**src/rtl/multicycle_control_if.sv**
```systemverilog
// Control-unit port bundle: decode inputs and memory handshake in, datapath controls out.
// master = control unit, slave = datapath/memory side.
interface multicycle_control_if #(
   parameter int unsigned ALU_CTRL_W = 3
);
   logic [5:0]            op;
   logic [5:0]            funct;
   logic                  mem_ready;
   logic                  pc_write;
   logic                  pc_write_cond;
   logic                  ir_write;
   logic                  reg_write;
   logic                  mem_read;
   logic                  mem_write;
   logic                  i_or_d;
   logic                  mem_to_reg;
   logic                  reg_dst;
   logic                  alu_src_a;
   logic [1:0]            alu_src_b;
   logic [1:0]            pc_source;
   logic [ALU_CTRL_W-1:0] alu_ctrl;
   logic                  retire;
   logic                  illegal;
   logic                  bus_err;
   logic [3:0]            state_out;

   modport master (
      input  op, funct, mem_ready,
      output pc_write, pc_write_cond, ir_write, reg_write, mem_read, mem_write,
      output i_or_d, mem_to_reg, reg_dst, alu_src_a, alu_src_b, pc_source,
      output alu_ctrl, retire, illegal, bus_err, state_out
   );

   modport slave (
      output op, funct, mem_ready,
      input  pc_write, pc_write_cond, ir_write, reg_write, mem_read, mem_write,
      input  i_or_d, mem_to_reg, reg_dst, alu_src_a, alu_src_b, pc_source,
      input  alu_ctrl, retire, illegal, bus_err, state_out
   );
endinterface

```
**src/rtl/multicycle_control.sv**
```systemverilog
// Multi-cycle MIPS control FSM: fetch/decode/execute/memory/write-back sequencing with a
// memory-ready timeout and sticky illegal/bus-error trap.
module multicycle_control #(
   parameter int unsigned ALU_CTRL_W  = 3,
   parameter int unsigned MEM_TIMEOUT = 15
) (
   input logic                  clk,
   input logic                  rst_n,
   multicycle_control_if.master bus
);

   typedef enum logic [3:0] {
      StFetch    = 4'd0,
      StDecode   = 4'd1,
      StMemAddr  = 4'd2,
      StMemRead  = 4'd3,
      StMemWb    = 4'd4,
      StMemWrite = 4'd5,
      StExecR    = 4'd6,
      StRWb      = 4'd7,
      StExecI    = 4'd8,
      StIWb      = 4'd9,
      StBranch   = 4'd10,
      StJump     = 4'd11,
      StTrap     = 4'd12
   } state_e;

   localparam logic [5:0] OpR    = 6'b000000;
   localparam logic [5:0] OpAddi = 6'b001000;
   localparam logic [5:0] OpLw   = 6'b100011;
   localparam logic [5:0] OpSw   = 6'b101011;
   localparam logic [5:0] OpBeq  = 6'b000100;
   localparam logic [5:0] OpJ    = 6'b000010;

   localparam logic [2:0] AluAdd = 3'b001;
   localparam logic [2:0] AluSub = 3'b010;
   localparam logic [2:0] AluAnd = 3'b011;
   localparam logic [2:0] AluOr  = 3'b100;
   localparam logic [2:0] AluSlt = 3'b101;

   localparam int unsigned     CntW    = (MEM_TIMEOUT > 1) ? $clog2(MEM_TIMEOUT) : 1;
   localparam logic [CntW-1:0] CntLast = CntW'(MEM_TIMEOUT - 1);

   state_e          state_q, state_d;
   logic [CntW-1:0] wait_cnt_q, wait_cnt_d;
   logic            illegal_q, illegal_d;
   logic            bus_err_q, bus_err_d;
   logic            is_store_q, is_store_d;
   logic            r_legal;
   logic [2:0]      r_alu;
   logic            waiting;
   logic            timeout;

   always_comb begin
      r_legal = 1'b1;
      r_alu   = AluAdd;
      case (bus.funct)
         6'b100000: r_alu = AluAdd;
         6'b100010: r_alu = AluSub;
         6'b100100: r_alu = AluAnd;
         6'b100101: r_alu = AluOr;
         6'b101010: r_alu = AluSlt;
         default:   r_legal = 1'b0;
      endcase
   end

   assign waiting = (state_q == StFetch) || (state_q == StMemRead) || (state_q == StMemWrite);
   // A ready on the final allowed cycle beats the timeout.
   assign timeout = (MEM_TIMEOUT != 0) && waiting && !bus.mem_ready && (wait_cnt_q == CntLast);

   always_ff @(posedge clk) begin
      if (!rst_n) begin
         state_q    <= StFetch;
         wait_cnt_q <= '0;
         illegal_q  <= 1'b0;
         bus_err_q  <= 1'b0;
         is_store_q <= 1'b0;
      end else begin
         state_q    <= state_d;
         wait_cnt_q <= wait_cnt_d;
         illegal_q  <= illegal_d;
         bus_err_q  <= bus_err_d;
         is_store_q <= is_store_d;
      end
   end

   always_comb begin
      state_d    = state_q;
      illegal_d  = illegal_q;
      bus_err_d  = bus_err_q;
      is_store_d = is_store_q;
      case (state_q)
         StFetch: begin
            if (bus.mem_ready) begin
               state_d = StDecode;
            end else if (timeout) begin
               state_d   = StTrap;
               bus_err_d = 1'b1;
            end
         end
         StDecode: begin
            // Latch lw/sw here so op is not needed again in MEM_ADDR.
            is_store_d = (bus.op == OpSw);
            case (bus.op)
               OpLw, OpSw: state_d = StMemAddr;
               OpAddi:     state_d = StExecI;
               OpBeq:      state_d = StBranch;
               OpJ:        state_d = StJump;
               OpR: begin
                  if (r_legal) begin
                     state_d = StExecR;
                  end else begin
                     state_d   = StTrap;
                     illegal_d = 1'b1;
                  end
               end
               default: begin
                  state_d   = StTrap;
                  illegal_d = 1'b1;
               end
            endcase
         end
         StMemAddr: state_d = is_store_q ? StMemWrite : StMemRead;
         StMemRead, StMemWrite: begin
            if (bus.mem_ready) begin
               state_d = (state_q == StMemRead) ? StMemWb : StFetch;
            end else if (timeout) begin
               state_d   = StTrap;
               bus_err_d = 1'b1;
            end
         end
         StExecR:  state_d = StRWb;
         StExecI:  state_d = StIWb;
         StMemWb, StRWb, StIWb, StBranch, StJump: state_d = StFetch;
         StTrap:   state_d = StTrap;
         default:  state_d = StFetch;
      endcase
   end

   always_comb begin
      if (state_d != state_q) begin
         wait_cnt_d = '0;
      end else if (waiting && !bus.mem_ready) begin
         wait_cnt_d = wait_cnt_q + 1'b1;
      end else begin
         wait_cnt_d = wait_cnt_q;
      end
   end

   always_comb begin
      bus.pc_write      = 1'b0;
      bus.pc_write_cond = 1'b0;
      bus.ir_write      = 1'b0;
      bus.reg_write     = 1'b0;
      bus.mem_read      = 1'b0;
      bus.mem_write     = 1'b0;
      bus.i_or_d        = 1'b0;
      bus.mem_to_reg    = 1'b0;
      bus.reg_dst       = 1'b0;
      bus.alu_src_a     = 1'b0;
      bus.alu_src_b     = 2'b00;
      bus.pc_source     = 2'b00;
      bus.alu_ctrl      = '0;
      bus.retire        = 1'b0;
      bus.illegal       = 1'b0;
      bus.bus_err       = 1'b0;
      bus.state_out     = 4'd0;
      // Reset forces every output low, including Mealy enables.
      if (rst_n) begin
         bus.state_out = state_q;
         bus.illegal   = illegal_q;
         bus.bus_err   = bus_err_q;
         bus.alu_ctrl  = ALU_CTRL_W'(AluAdd);
         case (state_q)
            StFetch: begin
               bus.mem_read  = 1'b1;
               bus.alu_src_b = 2'b01;
               bus.ir_write  = bus.mem_ready;
               bus.pc_write  = bus.mem_ready;
            end
            StDecode:  bus.alu_src_b = 2'b11;
            StMemAddr, StExecI: begin
               bus.alu_src_a = 1'b1;
               bus.alu_src_b = 2'b10;
            end
            StMemRead: begin
               bus.mem_read = 1'b1;
               bus.i_or_d   = 1'b1;
            end
            StMemWb: begin
               bus.reg_write  = 1'b1;
               bus.mem_to_reg = 1'b1;
               bus.retire     = 1'b1;
            end
            StMemWrite: begin
               bus.mem_write = 1'b1;
               bus.i_or_d    = 1'b1;
               bus.retire    = bus.mem_ready;
            end
            StExecR: begin
               bus.alu_src_a = 1'b1;
               bus.alu_ctrl  = ALU_CTRL_W'(r_alu);
            end
            StRWb: begin
               bus.reg_write = 1'b1;
               bus.reg_dst   = 1'b1;
               bus.retire    = 1'b1;
            end
            StIWb: begin
               bus.reg_write = 1'b1;
               bus.retire    = 1'b1;
            end
            StBranch: begin
               bus.alu_src_a     = 1'b1;
               bus.alu_ctrl      = ALU_CTRL_W'(AluSub);
               bus.pc_write_cond = 1'b1;
               bus.pc_source     = 2'b01;
               bus.retire        = 1'b1;
            end
            StJump: begin
               bus.pc_write  = 1'b1;
               bus.pc_source = 2'b10;
               bus.retire    = 1'b1;
            end
            default: ;
         endcase
      end
   end

endmodule

```
**src/flat_wrapper.sv**
```systemverilog
// flat-port wrapper written by rule: the top's interface ports become plain ports
module multicycle_control_flat 
#(
   parameter int unsigned ALU_CTRL_W  = 3,
   parameter int unsigned MEM_TIMEOUT = 15
)
  (clk, rst_n, bus_op, bus_funct, bus_mem_ready, bus_pc_write, bus_pc_write_cond, bus_ir_write, bus_reg_write, bus_mem_read, bus_mem_write, bus_i_or_d, bus_mem_to_reg, bus_reg_dst, bus_alu_src_a, bus_alu_src_b, bus_pc_source, bus_alu_ctrl, bus_retire, bus_illegal, bus_bus_err, bus_state_out);
  multicycle_control_if #(.ALU_CTRL_W(ALU_CTRL_W)) bus_i ();
  input logic clk;
  input logic rst_n;
  input wire logic [$bits(bus_i.op)-1:0] bus_op;
  input wire logic [$bits(bus_i.funct)-1:0] bus_funct;
  input wire logic [$bits(bus_i.mem_ready)-1:0] bus_mem_ready;
  output wire logic [$bits(bus_i.pc_write)-1:0] bus_pc_write;
  output wire logic [$bits(bus_i.pc_write_cond)-1:0] bus_pc_write_cond;
  output wire logic [$bits(bus_i.ir_write)-1:0] bus_ir_write;
  output wire logic [$bits(bus_i.reg_write)-1:0] bus_reg_write;
  output wire logic [$bits(bus_i.mem_read)-1:0] bus_mem_read;
  output wire logic [$bits(bus_i.mem_write)-1:0] bus_mem_write;
  output wire logic [$bits(bus_i.i_or_d)-1:0] bus_i_or_d;
  output wire logic [$bits(bus_i.mem_to_reg)-1:0] bus_mem_to_reg;
  output wire logic [$bits(bus_i.reg_dst)-1:0] bus_reg_dst;
  output wire logic [$bits(bus_i.alu_src_a)-1:0] bus_alu_src_a;
  output wire logic [$bits(bus_i.alu_src_b)-1:0] bus_alu_src_b;
  output wire logic [$bits(bus_i.pc_source)-1:0] bus_pc_source;
  output wire logic [$bits(bus_i.alu_ctrl)-1:0] bus_alu_ctrl;
  output wire logic [$bits(bus_i.retire)-1:0] bus_retire;
  output wire logic [$bits(bus_i.illegal)-1:0] bus_illegal;
  output wire logic [$bits(bus_i.bus_err)-1:0] bus_bus_err;
  output wire logic [$bits(bus_i.state_out)-1:0] bus_state_out;
  assign bus_i.op = bus_op;
  assign bus_i.funct = bus_funct;
  assign bus_i.mem_ready = bus_mem_ready;
  assign bus_pc_write = bus_i.pc_write;
  assign bus_pc_write_cond = bus_i.pc_write_cond;
  assign bus_ir_write = bus_i.ir_write;
  assign bus_reg_write = bus_i.reg_write;
  assign bus_mem_read = bus_i.mem_read;
  assign bus_mem_write = bus_i.mem_write;
  assign bus_i_or_d = bus_i.i_or_d;
  assign bus_mem_to_reg = bus_i.mem_to_reg;
  assign bus_reg_dst = bus_i.reg_dst;
  assign bus_alu_src_a = bus_i.alu_src_a;
  assign bus_alu_src_b = bus_i.alu_src_b;
  assign bus_pc_source = bus_i.pc_source;
  assign bus_alu_ctrl = bus_i.alu_ctrl;
  assign bus_retire = bus_i.retire;
  assign bus_illegal = bus_i.illegal;
  assign bus_bus_err = bus_i.bus_err;
  assign bus_state_out = bus_i.state_out;
  multicycle_control #(.ALU_CTRL_W(ALU_CTRL_W), .MEM_TIMEOUT(MEM_TIMEOUT)) u_core (.clk(clk), .rst_n(rst_n), .bus(bus_i));
endmodule
```
**config.mk**
```make
export PLATFORM = sky130hd
export DESIGN_NAME = multicycle_control_flat
export DESIGN_NICKNAME = d
export VERILOG_FILES = /design/src/rtl/multicycle_control_if.sv /design/src/rtl/multicycle_control.sv /design/src/flat_wrapper.sv
export SDC_FILE = /design/constraint.sdc
export NUM_CORES = 1
export LEC_CHECK = 0
export CORE_MARGIN = 3
export CORE_UTILIZATION = 49
export DETAILED_ROUTE_END_ITERATION = 16
export PLACE_DENSITY = 0.82
export SKIP_CTS_REPAIR_TIMING = 1
export SLEW_MARGIN = 5
export SYNTH_ARGS = -nofsm -noshare
export SYNTH_HDL_FRONTEND = slang
export SYNTH_SLANG_ARGS = --single-unit
```
**constraint.sdc**
```tcl
create_clock -name clk -period 3.8 [get_ports clk]
set_clock_uncertainty 0.2 [all_clocks]
set_input_delay 0.57 -clock clk [delete_from_list [all_inputs] [get_ports clk]]
set_output_delay 0.57 -clock clk [all_outputs]
set_load 0.01 [all_outputs]
```
==> impl_results.md <==
* Slew Limit Fails at 0
* Root Buffer: clkbuf_4
* IO Port Bufs at 38
* Most common cell after layout, fill and taps aside: clkdlybuf4s50_1
* Worst Path Arrival at around 2.7 ns
* Startpoint Class: input port
* First-pass GRT wire length at about 5500 um
* TritonCTS Sinks at 11
* Initial DRC count at 67
* Count of final setup violators at 0
* CTS H-tree lvls at 1
* HPWL Detailed at around 2500 um
* Critical Path Sink Type: output pin
* Initial Util at about 55%
* Achievable Freq at between 0.2 and 0.3 GHz
* Reg clk slew, reported paths at roughly 0.080 ns
* Initial antenna violation count at 0
* Vias in the first global route at 1220
* Wire length per cell at between 15 and 20 um
* Hold Crit Depth at 2
* Cells on worst reg2reg path at 6
* Total gr overflow at 0
* Hold Path Sink: u_core.bus_err_q$_SDFFE_PN0P_
* Post-detailed-routing wire length at roughly 3300 um
* Final ANT Viol Nets at 0
* Minimum clock period at roughly 3.4 ns
* VDD IR max at between 0.2 and 0.25 mV
* Number of flops mapped to enable cells by yosys at 0
* Setup repair after global routing missed its margin: no
* LEAKAGE at roughly 0.00054 uW
* Die Area at 0.00296 sq mm
* WP data required at 3.03 ns
* Synth Warn # at 0
* Routability cong. at 0.953
* Worst slew margin at a little over two fifths
* Final core utilization at between 70% and 80%
* Syn_area_per_cell at 7.09 sq um
* Setup total negative slack at 0 ns
* Worst Min Path Start: u_core.bus_err_q$_SDFFE_PN0P_
* Sequential-to-total area share from yosys stat at a little under a fifth
* Reg-to-reg startpoint: u_core.state_q[3]$_SDFF_PN0_
* Area Overhead vs Synth at 33.9%
* Clock buffer depth at 2
* Crit path launch: rst_n
* Die width at around 54 um
* Via count at 1324
* Most frequent cells in the layout: clkdlybuf4s50_1, nor2_1, dfxtp_1
* Largest net degree at the start of global routing at 29
* Clk Latency, worst-skew pair at between 0.2 and 0.3 ns
* WS Path Type: in -> out
* Reg2reg setup slack at between 1 and 1.5 ns
* Avg Vias per Cell at between 6 and 7
* CTS tree: done
* FF+latch count, synth at 11
* Critical Path Fanout Max at 14
* Synth Flop Type: dfxtp_1
* Unique masters post-synth at 48
* First-pass iteration count of the detailed router at 4
* # DRC at 0
* Hold crit path type: reg -> reg
* Synth Cell Area at between 0.001 and 0.0015 sq mm
* Num CTS Buffers at 3
* Share of cells above drive strength 1 at between 7 and 8%
* Diodes inserted at 0
* Worst slew pin tran at roughly 0.87 ns
* Final period utilization at between 90% and 100%
* Die Y at 54.4 um
* Power Total at approximately 400 uW
* Final hold violation count at 0
* Status: finished, final reports clean
* Total track usage at 25.1%
* RR Endpoint: u_core.wait_cnt_q[2]$_SDFFE_PP0P_
* Final net count at 211
* Power Density at about 260 mW/mm^2
* Synth Instances at about 160
* Max-cap viol count at 0
* Ys async rst share at 0%
* Net Count, Synth at 179
* Row count at 16
* Area of the core at 0.00208 sq mm
* I/O pin count at 39
[through the flow]
stage / instance area [sq um] / std cells / worst slack [ns] / hold slack (ns)
after floorplan: 1150 / 162 / 1.46 / 0.232
after detailed placement: 1510 / 216 / 0.399 / 0.278
final: 1540 / 220 / 0.380 / 0.303
after global placement: 1510 / 216 / 0.473 / 0.275
after CTS: 1540 / 220 / 0.401 / 0.295
after global routing: 1540 / 220 / 0.302 / 0.308
[synth_stat cells, drive strengths merged, types with 2 or more instances]
master	instances	share of area [%]
nand2	7	2.3
a31oi	2	1.1
a21oi	8	3.8
clkbuf	3	0.98
nor3	9	3.9
or4	2	1.3
nand3	4	1.7
nor2	22	7.2
a32oi	2	2.2
nand4	3	1.6
inv	8	2.6
a211oi	3	2.0
nor4b	2	2.1
and3	6	3.3
a2111oi	2	1.5
o21ai	10	4.4
nand2b	4	2.2
nor4	4	2.2
nor2b	8	4.4
buf	9	4.1
and2	3	1.6
a22o	2	1.5
nand3b	4	2.6
xnor2	5	3.8
ha	2	2.2
dfxtp	11	19
[routing by layer]
metal	global-route usage, %	vias to the layer above	wire (um)
li1	-	651	-
met1	32.1	607	1450
met2	41.2	60	1600
met3	6.27	6	256
met4	7.47	0	31
met5	0	-	0
[flip-flops by register name (all words and copies together) (netlist names)]
register / count
u_core.is_store_q: 1
u_core.bus_err_q: 1
u_core.state_q: 4
u_core.wait_cnt_q: 4
u_core.illegal_q: 1
[kinds of logic after synthesis]
| logic type | count (synthesis) | share of synthesized area, % |
|---|---|---|
| adder cells (fa/ha/maj) | 2 | 2.18 |
| AO/OA/AOI/OAI | 41 | 26.9 |
| multiplexers | 1 | 0.980 |
| XOR/XNOR | 6 | 4.58 |
| AND/OR/NAND/NOR | 81 | 38.5 |
| flip-flops | 11 | 19.2 |
| buffers and inverters | 20 | 7.73 |
[cell type report]
class | count | area, sq um
Timing Repair Buffer | 39 | 388
Sequential cell | 11 | 220
Clock buffer | 4 | 26.3
Tap cell | 27 | 33.8
Multi-Input combinational cell | 131 | 840
Fill cell | 172 | 544
Inverter | 8 | 30.0
[worst max path at each step]
stage | to | cells after the start
CTS | bus_pc_write | 6
global placement | bus_pc_write | 6
finish | bus_pc_write | 6
global route | bus_pc_write | 6
floorplan | bus_alu_ctrl[1] | 6
detailed placement | bus_pc_write | 6
[worst max-delay path, cell delays in order]
cell and delay [ns]:
clkdlybuf4s50_1 0.56, inv_1 0.41, nor3_1 0.13, and3_1 0.24
or2_2 0.27, clkdlybuf4s50_1 0.48
[power breakdown]
part / switching, uW / internal (uW)
logic: 88.9 / 85.7
registers: 19.1 / 122
clock network: 42.9 / 40.7
Note: power is estimated with default switching activity, not from simulation.
